`config.mk`:
```
export PLATFORM = sky130hd
export DESIGN_NAME = mem_arbiter
export DESIGN_NICKNAME = d
export VERILOG_FILES = /design/src/rtl/mem_arbiter_pkg.sv /design/src/rtl/mem_arbiter_access_timer.sv /design/src/rtl/mem_arbiter.sv
export SDC_FILE = /design/constraint.sdc
export NUM_CORES = 1
export LEC_CHECK = 0
export ABC_AREA = 1
export CORE_ASPECT_RATIO = 1.25
export CORE_MARGIN = 2
export CORE_UTILIZATION = 25
export CTS_CLUSTER_SIZE = 8
export DETAILED_ROUTE_END_ITERATION = 10
export SKIP_LAST_GASP = 1
export SLEW_MARGIN = 5
export SYNTH_ARGS = -nofsm -noshare
export SYNTH_HDL_FRONTEND = slang
export SYNTH_SLANG_ARGS = --single-unit
```
`constraint.sdc`:
```
create_clock -name clk -period 2.3 [get_ports clk]
set_clock_uncertainty 0.05 [all_clocks]
set_input_delay 0.46 -clock clk [delete_from_list [all_inputs] [get_ports clk]]
set_output_delay 0.46 -clock clk [all_outputs]
set_load 0.01 [all_outputs]
```
`src/rtl/mem_arbiter_pkg.sv`:
```
// Shared bus constants for the memory arbiter: FSM encoding, fetch access size
// and default arbitration/timeout parameters.
package mem_arbiter_pkg;

    typedef enum logic [1:0] {
        IDLE    = 2'd0,
        BUSY_IF = 2'd1,
        BUSY_D  = 2'd2
    } arb_state_e;

    // Instruction fetches are always full-word accesses.
    localparam logic [2:0] FETCH_FUNCT3 = 3'b010;

    localparam int DEFAULT_STARVE_LIMIT = 4;
    localparam int DEFAULT_TIMEOUT      = 15;

endpackage

```
`src/rtl/mem_arbiter_access_timer.sv`:
```
// Wait counter for an outstanding memory access; expired stays high once the
// count reaches TIMEOUT until the timer is cleared.
module access_timer
    import mem_arbiter_pkg::*;
#(
    parameter int TIMEOUT = DEFAULT_TIMEOUT
) (
    input  logic clk,
    input  logic rst,
    input  logic clear,
    input  logic enable,
    output logic expired
);

    localparam int CNT_W = $clog2(TIMEOUT + 1);

    logic [CNT_W-1:0] count_reg;
    logic [CNT_W-1:0] count_next;

    assign expired = (count_reg == CNT_W'(TIMEOUT));

    always_comb begin
        count_next = count_reg;
        if (clear) begin
            count_next = '0;
        end else if (enable && !expired) begin
            count_next = count_reg + CNT_W'(1);
        end
    end

    always_ff @(posedge clk or negedge rst) begin
        if (!rst) begin
            count_reg <= '0;
        end else begin
            count_reg <= count_next;
        end
    end

endmodule

```
`src/rtl/mem_arbiter.sv`:
```
// Two-port (instruction fetch / data) arbiter onto a single memory port with
// data priority, fetch starvation guard and access timeout. All outputs registered.
module mem_arbiter
    import mem_arbiter_pkg::*;
#(
    parameter int STARVE_LIMIT = DEFAULT_STARVE_LIMIT,
    parameter int TIMEOUT      = DEFAULT_TIMEOUT
) (
    input  logic        clk,
    input  logic        rst,
    input  logic        if_req,
    input  logic [31:0] if_addr,
    output logic        if_gnt,
    output logic        if_rvalid,
    output logic [31:0] if_rdata,
    input  logic        d_req,
    input  logic        d_we,
    input  logic [31:0] d_addr,
    input  logic [31:0] d_wdata,
    input  logic [2:0]  d_funct3,
    output logic        d_gnt,
    output logic        d_rvalid,
    output logic [31:0] d_rdata,
    output logic        err,
    output logic        mem_req,
    output logic        mem_we,
    output logic [31:0] mem_addr,
    output logic [31:0] mem_wdata,
    output logic [2:0]  mem_funct3,
    input  logic        mem_ack,
    input  logic [31:0] mem_rdata
);

    localparam logic [2:0] STARVE_MAX = 3'(STARVE_LIMIT);

    arb_state_e  state_reg, state_next;
    logic [2:0]  starve_reg, starve_next;
    logic        if_gnt_reg, if_gnt_next;
    logic        if_rvalid_reg, if_rvalid_next;
    logic [31:0] if_rdata_reg, if_rdata_next;
    logic        d_gnt_reg, d_gnt_next;
    logic        d_rvalid_reg, d_rvalid_next;
    logic [31:0] d_rdata_reg, d_rdata_next;
    logic        err_reg, err_next;
    logic        mem_req_reg, mem_req_next;
    logic        mem_we_reg, mem_we_next;
    logic [31:0] mem_addr_reg, mem_addr_next;
    logic [31:0] mem_wdata_reg, mem_wdata_next;
    logic [2:0]  mem_funct3_reg, mem_funct3_next;

    logic grant_d;
    logic grant_if;
    logic busy;
    logic expired;

    assign busy = (state_reg != IDLE);

    access_timer #(
        .TIMEOUT (TIMEOUT)
    ) u_access_timer (
        .clk     (clk),
        .rst     (rst),
        .clear   (!busy),
        .enable  (busy && !mem_ack),
        .expired (expired)
    );

    // Data normally wins; a fetch that has watched STARVE_LIMIT data grants goes first.
    always_comb begin
        grant_d  = (state_reg == IDLE) && d_req && !(if_req && (starve_reg == STARVE_MAX));
        grant_if = (state_reg == IDLE) && if_req && !grant_d;
    end

    always_comb begin
        starve_next = starve_reg;
        if (!if_req || grant_if) begin
            starve_next = '0;
        end else if (grant_d && (starve_reg != STARVE_MAX)) begin
            starve_next = starve_reg + 3'd1;
        end
    end

    always_comb begin
        state_next      = state_reg;
        if_gnt_next     = 1'b0;
        if_rvalid_next  = 1'b0;
        if_rdata_next   = if_rdata_reg;
        d_gnt_next      = 1'b0;
        d_rvalid_next   = 1'b0;
        d_rdata_next    = d_rdata_reg;
        err_next        = 1'b0;
        mem_req_next    = mem_req_reg;
        mem_we_next     = mem_we_reg;
        mem_addr_next   = mem_addr_reg;
        mem_wdata_next  = mem_wdata_reg;
        mem_funct3_next = mem_funct3_reg;

        case (state_reg)
            IDLE: begin
                if (grant_d) begin
                    state_next      = BUSY_D;
                    d_gnt_next      = 1'b1;
                    mem_req_next    = 1'b1;
                    mem_we_next     = d_we;
                    mem_addr_next   = d_addr;
                    mem_wdata_next  = d_wdata;
                    mem_funct3_next = d_funct3;
                end else if (grant_if) begin
                    state_next      = BUSY_IF;
                    if_gnt_next     = 1'b1;
                    mem_req_next    = 1'b1;
                    mem_we_next     = 1'b0;
                    mem_addr_next   = if_addr;
                    mem_wdata_next  = '0;
                    mem_funct3_next = FETCH_FUNCT3;
                end
            end
            BUSY_IF, BUSY_D: begin
                // An ack in the expiry cycle still completes normally.
                if (mem_ack || expired) begin
                    state_next      = IDLE;
                    err_next        = !mem_ack;
                    mem_req_next    = 1'b0;
                    mem_we_next     = 1'b0;
                    mem_addr_next   = '0;
                    mem_wdata_next  = '0;
                    mem_funct3_next = '0;
                    if (state_reg == BUSY_IF) begin
                        if_rvalid_next = 1'b1;
                        if_rdata_next  = mem_ack ? mem_rdata : 32'h0;
                    end else begin
                        d_rvalid_next  = 1'b1;
                        d_rdata_next   = mem_ack ? mem_rdata : 32'h0;
                    end
                end
            end
            default: begin
                state_next = IDLE;
            end
        endcase
    end

    always_ff @(posedge clk or negedge rst) begin
        if (!rst) begin
            state_reg      <= IDLE;
            starve_reg     <= '0;
            if_gnt_reg     <= 1'b0;
            if_rvalid_reg  <= 1'b0;
            if_rdata_reg   <= '0;
            d_gnt_reg      <= 1'b0;
            d_rvalid_reg   <= 1'b0;
            d_rdata_reg    <= '0;
            err_reg        <= 1'b0;
            mem_req_reg    <= 1'b0;
            mem_we_reg     <= 1'b0;
            mem_addr_reg   <= '0;
            mem_wdata_reg  <= '0;
            mem_funct3_reg <= '0;
        end else begin
            state_reg      <= state_next;
            starve_reg     <= starve_next;
            if_gnt_reg     <= if_gnt_next;
            if_rvalid_reg  <= if_rvalid_next;
            if_rdata_reg   <= if_rdata_next;
            d_gnt_reg      <= d_gnt_next;
            d_rvalid_reg   <= d_rvalid_next;
            d_rdata_reg    <= d_rdata_next;
            err_reg        <= err_next;
            mem_req_reg    <= mem_req_next;
            mem_we_reg     <= mem_we_next;
            mem_addr_reg   <= mem_addr_next;
            mem_wdata_reg  <= mem_wdata_next;
            mem_funct3_reg <= mem_funct3_next;
        end
    end

    assign if_gnt     = if_gnt_reg;
    assign if_rvalid  = if_rvalid_reg;
    assign if_rdata   = if_rdata_reg;
    assign d_gnt      = d_gnt_reg;
    assign d_rvalid   = d_rvalid_reg;
    assign d_rdata    = d_rdata_reg;
    assign err        = err_reg;
    assign mem_req    = mem_req_reg;
    assign mem_we     = mem_we_reg;
    assign mem_addr   = mem_addr_reg;
    assign mem_wdata  = mem_wdata_reg;
    assign mem_funct3 = mem_funct3_reg;

endmodule

```
# Word level (Yosys, flattened, before mapping)

Index checks and enable logic that the tools add are counted.

Flip-flop bits (word level): 147
Bits in latches: 0
Bits in writable memories: 0
Bits in read-only memories: 0
Bits of input ports: 137
Output and inout bits: 138
Logic and storage cells: 90
Memories kept: 0

$add $sub $neg: 2
Multiply operators: 0
Divide/modulo/power cells: 0
Magnitude comparators: 0
Equal/unequal tests: 8
Shift-type cells: 0
Muxes and demuxes: 40
Bitwise gates (word level): 1
Reductions and logical operators: 24

Operators with widths:

| cell                | number |
|---|---|
| $mux 32             | 6 |
| $pmux 32 s2         | 2 |
| $mux 1              | 18 |
| $mux 3              | 5 |
| $reduce_and 3->1    | 3 |
| $logic_and 1x1->1   | 8 |
| $mux 4              | 2 |
| $mux 2              | 3 |
| $ne 3x3->1 const B  | 2 |
| $pmux 3 s2          | 1 |
| $reduce_bool 2->1   | 3 |
| $logic_not 1->1     | 5 |
| $add 4x1->4 const B | 1 |
| $eq 4x4->1 const B  | 1 |
| $pmux 1 s2          | 2 |
| $pmux 2 s2          | 1 |
| $add 3x1->3 const B | 1 |
| $eq 3x3->1 const B  | 1 |
| $eq 2x1->1 const B  | 1 |
| $eq 2x2->1 const B  | 1 |
| $logic_not 2->1     | 1 |
| $logic_or 1x1->1    | 2 |
| $ne 2x1->1 const B  | 1 |
| $ne 2x2->1 const B  | 1 |
| other kinds (3)     | 3 |

# Depth between registers and ports, before layout

Gate-level depths: netlist of run 1.

Depth after elaboration: 9
Mapped depth: 10
Mapped depth without buffers: 9

# Modules after synthesis

From an unflattened synthesis of run 1, not the netlist that was laid out.

Cells, all modules: 736
Area total of the unflattened synthesis: 6193.4 um^2

Modules (own cells, without submodules):

| module       | instances | cells each | area an instance (um^2) | seq. area each (um^2) |
|---|---|---|---|---|
| mem_arbiter  | 1         | 707        | 5968.2                  | 3578.4 |
| access_timer | 1         | 29         | 225.2                   | 100.1 |

# Worst setup path after synthesis of run 1

OpenSTA, ideal clock, no wires.

Path type: flip-flop to flip-flop
Start: register state_reg[0]
End: register mem_addr_reg[0] (netlist: mem_addr[0])
Setup time: 0.065 ns
Arrival time: 1.584 ns
Required time: 2.185 ns
Setup slack: 0.601 ns
Cell stages (with the launch flop): 11
Buffers on the path: 1
Clock period less this slack: 1.699 ns
Cell sequence: dfrtp_1 > inv_1 > ha_1 > inv_2 > nor2_1 > nand2_1 > nand2_1 > nor2_1 > buf_2 > nand3_1 > nand2_1

Longest elaborated chain between the ends: 7
Elaborated cells between the ends (all ways): 15
Classes of those cells: 4 x eq/ne; 2 x mux; 9 x reduce/logical

RTL lines:

| item                              | RTL line                                                | source |
|---|---|---|
| start, declared                   | mem_arbiter.sv:36                                       | `arb_state_e state_reg, state_next;` |
| start signal, assigned            | mem_arbiter.sv:160                                      | `state_reg <= state_next;` |
| $logic_not 2->1                   | mem_arbiter.sv:70, mem_arbiter.sv:71, mem_arbiter.sv:98 |  |
| $logic_and 1x1->1 (2 in a row)    | mem_arbiter.sv:70                                       | `grant_d = (state_reg == IDLE) && d_req && !(if_req && (starve_reg == STARVE_MAX));` |
| $logic_not 1->1                   | mem_arbiter.sv:71                                       | `grant_if = (state_reg == IDLE) && if_req && !grant_d;` |
| $logic_and 1x1->1                 | mem_arbiter.sv:71                                       |  |
| $ne 3x3->1 (no source line)       | -                                                       |  |
| $reduce_and 3->1 (no source line) | -                                                       |  |
| end signal, assigned              | mem_arbiter.sv:171                                      | `mem_addr_reg <= mem_addr_next;` |
| end, declared                     | mem_arbiter.sv:47                                       | `logic [31:0] mem_addr_reg, mem_addr_next;` |

Several ways; a longest one is shown, not always the timed one.
A chain may end at the register's enable or synchronous reset.

# Worst setup path in the final report of run 1

Start: register state_reg[0]
End: register mem_funct3_reg[2] (netlist: mem_funct3[2])

Longest elaborated chain between the ends: 7
Elaborated cells between the ends (all ways): 15
Classes of those cells: 4 x eq/ne; 2 x mux; 9 x reduce/logical

RTL lines:

| item                              | RTL line                                                | source |
|---|---|---|
| $logic_not 2->1                   | mem_arbiter.sv:70, mem_arbiter.sv:71, mem_arbiter.sv:98 |  |
| $logic_and 1x1->1 (2 in a row)    | mem_arbiter.sv:70                                       |  |
| $logic_not 1->1                   | mem_arbiter.sv:71                                       |  |
| $logic_and 1x1->1                 | mem_arbiter.sv:71                                       |  |
| $ne 3x3->1 (no source line)       | -                                                       |  |
| $reduce_and 3->1 (no source line) | -                                                       |  |
| end signal, assigned              | mem_arbiter.sv:173                                      | `mem_funct3_reg <= mem_funct3_next;` |
| end, declared                     | mem_arbiter.sv:49                                       | `logic [2:0] mem_funct3_reg, mem_funct3_next;` |

Several ways; a longest one is shown, not always the timed one.

==> impl.org, run 1 <==
** Setup path
- Data arrival time of the worst path :: 2260 ps
- Data required, critical path :: 2600 ps
- Critical Path Source Type :: flip-flop
- Of all nets on the critical path, the largest fanout is 68.
- Crit path launch :: state_reg[0]$_DFFE_PN0P_
- Slowest stage delay, CP :: 430 ps
- Setup slack on the worst flop-to-flop path :: 340 ps
- The worst register-to-register path has a depth of 9.
- Crit path max-delay cell type :: sky130_fd_sc_hd__ha_1
- Reg2Reg Capture Point :: mem_funct3[2]$_DFFE_PN0P_
- The worst setup path is captured at a flip-flop.
- The signal on the critical path passes through inv_1 > ha_1 > inv_2 > nor2_1 > nand2_1 > nand3_2 > buf_12 > nand2_1 > nand2_1.
- The critical path in this run is classified as reg -> reg.
- Worst reg2reg startpoint :: state_reg[0]$_DFFE_PN0P_
- Most frequent CP cell :: sky130_fd_sc_hd__nand2_1

** Routing
- Detail-routed via count per cell :: between 4 and 5
- Number of optimization iterations in the first detailed-route pass :: 7
- After detailed routing, the number of remaining DRC violations is 0.
- Across all layers, the routed design uses 6156 vias.
- In the final routed layout, each cell accounts on average for 14.3 um.
- Detail Route Antenna Nets :: 0
- After detailed routing, the total wire length is 20.7 mm.
- Initial DRC Count :: 291

** Logic synthesis
- Syn. warnings :: 0
- Synthesis handed over a netlist of 825 instances.
- Sequential cell area fraction in the yosys report :: 0.563
- Syn Nets :: 967
- Count of distinct cell types in the synthesized netlist :: 23
- Mean cell area of the mapped netlist :: ~7.9 um2
- Area of the mapped netlist :: 6530 um2
- Synthesis inferred 147 register bits.

** Floorplan
- Placeable Area :: 25800 um2
- Floorplan die height :: 185 um
- Die outline width :: 149 um
- Die ar. :: 27400 um2
- In this run the core area contains 66 standard-cell rows.
- Ports placed on the boundary :: between 200 and 300
- For this configuration, the core starts out at a cell density of 0.253.

** Cells and area
- Once layout is complete, the cells apart from fillers number 1443.
- Highest-count cells in the layout ignoring fill and taps :: 412 x sky130_fd_sc_hd__nand2_1, 273 x sky130_fd_sc_hd__clkdlybuf4s50_1, 147 x sky130_fd_sc_hd__dfrtp_1
- The final layout contains 1232 nets.
- Area Growth Syn to Fin :: 59.0%
- Finished Core Util :: 0.402
- In the final layout, the multi-input gates occupy 2460 um2.
- In the final layout, flip-flops and latches occupy around 3700 um2.
- Ant. Diodes :: 0
- Filler Cells Inserted :: 2612
- Proportion of layout cells with a drive suffix above 1 :: 0.0580
- Most common library cell in the layout ignoring fill and taps :: sky130_fd_sc_hd__nand2_1

** Hold path
- Worst min-delay path endpoint :: mem_wdata[14]$_DFFE_PN0P_
- Hold path startpoint :: mem_wdata[14]$_DFFE_PN0P_
- WHS Path Cells :: 2
- Hold Path Class :: reg -> reg

** Place
- Buffers on Ports :: ~270
- Placed wire-length estimate :: about 14 mm
- In this run, placement finished with an instance count of 1410.
- At the end of routability-driven placement, the weighted congestion stood at 0.782.

** Power
- Summed over all cells, the static leakage comes to roughly 5.3 nW.
- After layout, the design draws a total of 12.7 mW.
- PD cells :: between 1000 and 1500 nW/um2
- Worst supply voltage drop on vdd :: 0.748 mV

** Timing
- RSZ-0062 raised after global routing :: no
- Total negative slack for setup checks :: 0 ps
- Final hold violation count :: 0
- In this run the tightest slew margin relative to its limit is 0.610.
- In the finished design, the share of the clock period the worst path needs comes to 0.851.
- For this run, the top clock speed supported by timing is between 0.5 and 0.6 GHz.
- For the pin with the worst max-slew slack, the measured transition is 584 ps.
- The worst path in the final design needs a cycle of 1960 ps, including I/O delays and setup.
- Setup violations remaining at the end of the flow were counted as 0.
- Final Max Tran Viols :: 0

** Clocking
- Number of sinks on the clock net :: 147
- Quantity of gates resized following cts :: 0
- Clock tree from TritonCTS :: yes
- H-tree depth reported by CTS :: 4
- TritonCTS Buffers :: 17
- Clock-pin slew was measured on the worst setup and hold paths at 60 ps.
- Number of buffers inserted by post-CTS setup repair :: 0
- Insertion delay to the later sink of the worst-skew pair :: 430 ps
- CTS Buffer Depth :: 2
- The cell sitting at the root of the clock tree is a sky130_fd_sc_hd__clkbuf_16.

** Global routing
- met2 is the most crowded layer.
- In the global route stage, met1 resource usage came out at 0.191.
- Remaining global-route overflow :: 0
- Pin count of the biggest net entering global routing :: 69
- Global routing usage summed across all routing layers :: 0.154
- Antenna violations before repair :: 0
- For this run, global-route usage on met2 was measured as 0.259.
- First-pass GRT wire length :: ~33 mm
- Global routing usage on met3 :: 0.0475
- The number of global-route vias before repair was 6002.

** Outcome
- The run finished with clean final reports.

** Run
- Max-cap violations in this run came to 0.
[final cells by class]
cell class | instances | area share
Multi-Input combinational cell | 581 | 0.237
Timing Repair Buffer | 294 | 0.291
Clock inverter | 15 | 0.0177
Inverter | 49 | 0.0177
Sequential cell | 147 | 0.354
Tap cell | 340 | 0.0410
Clock buffer | 17 | 0.0410
[metal layers]
metal / up-vias / wire (um)
met5: - / 0
met4: 0 / 254
met3: 16 / 1430
met2: 201 / 10200
met1: 2840 / 8810
li1: 3099 / -
[per-stage QoR]
stage	hold WS, ps	worst slack [ps]	instance area, um2
after floorplan	114	601	6530
after global placement	396	241	9760
after detailed placement	397	175	9760
after CTS	424	351	10400
after global routing	438	190	10400
final	418	342	10400
[worst max-delay path by stage]
| stage | cells past startpoint | end |
|---|---|---|
| global placement | 7 | if_rdata[17]$_DFFE_PN0P_ |
| finish | 9 | mem_funct3[2]$_DFFE_PN0P_ |
| global route | 9 | mem_wdata[31]$_DFFE_PN0P_ |
| floorplan | 10 | mem_addr[0]$_DFFE_PN0P_ |
| CTS | 9 | mem_addr[16]$_DFFE_PN0P_ |
| detailed placement | 7 | if_rdata[28]$_DFFE_PN0P_ |
[cell families after synthesis]
family                   synth area share
buffers and inverters              0.0608
adder cells (fa/ha/maj)           0.00958
XOR/XNOR                          0.00268
AND/OR/NAND/NOR                     0.307
AO/OA/AOI/OAI                      0.0567
flip-flops                          0.563
[Yosys cell counts (all sizes together)]
library cell | count | area share
a21oi | 2 | 0.0015
buf | 28 | 0.021
clkbuf | 20 | 0.012
dfrtp | 147 | 0.56
ha | 5 | 0.0096
inv | 49 | 0.028
nand2 | 415 | 0.24
nand3 | 73 | 0.057
nand3b | 1 | 0.0012
nand4 | 3 | 0.0029
nor2 | 7 | 0.0059
nor3 | 1 | 0.00077
o21ai | 72 | 0.055
xnor2 | 1 | 0.0013
xor2 | 1 | 0.0013
[critical path: cells and delay by family, from the launching register on]
family	cells	cell delay, ps
simple gates	5	550
buf+inv	3	430
fa+ha+maj	1	430
flops	1	370
[where the power goes]
group	internal, mW	leakage (nW)	switching [mW]	total [mW]
sequential	3.53	1.93	0.487	4.01
clock	1.56	0.289	1.30	2.86
combinational	2.66	3.03	3.18	5.84
[repair_timing]
| action | in CTS | in global routing |
|---|---|---|
| setup endpoints to repair | 0 | 0 |
| hold buffers | 1 | 0 |
| endpoints found under the hold margin | 46 | 0 |
(Power assumes the default switching activity.)
==> inputs of run 2 (changes only) <==
SLEW_MARGIN = 10   (was 5)
==> results of run 2 <==
Same layout as run 1: the final DEF is identical, and so are final timing and power.
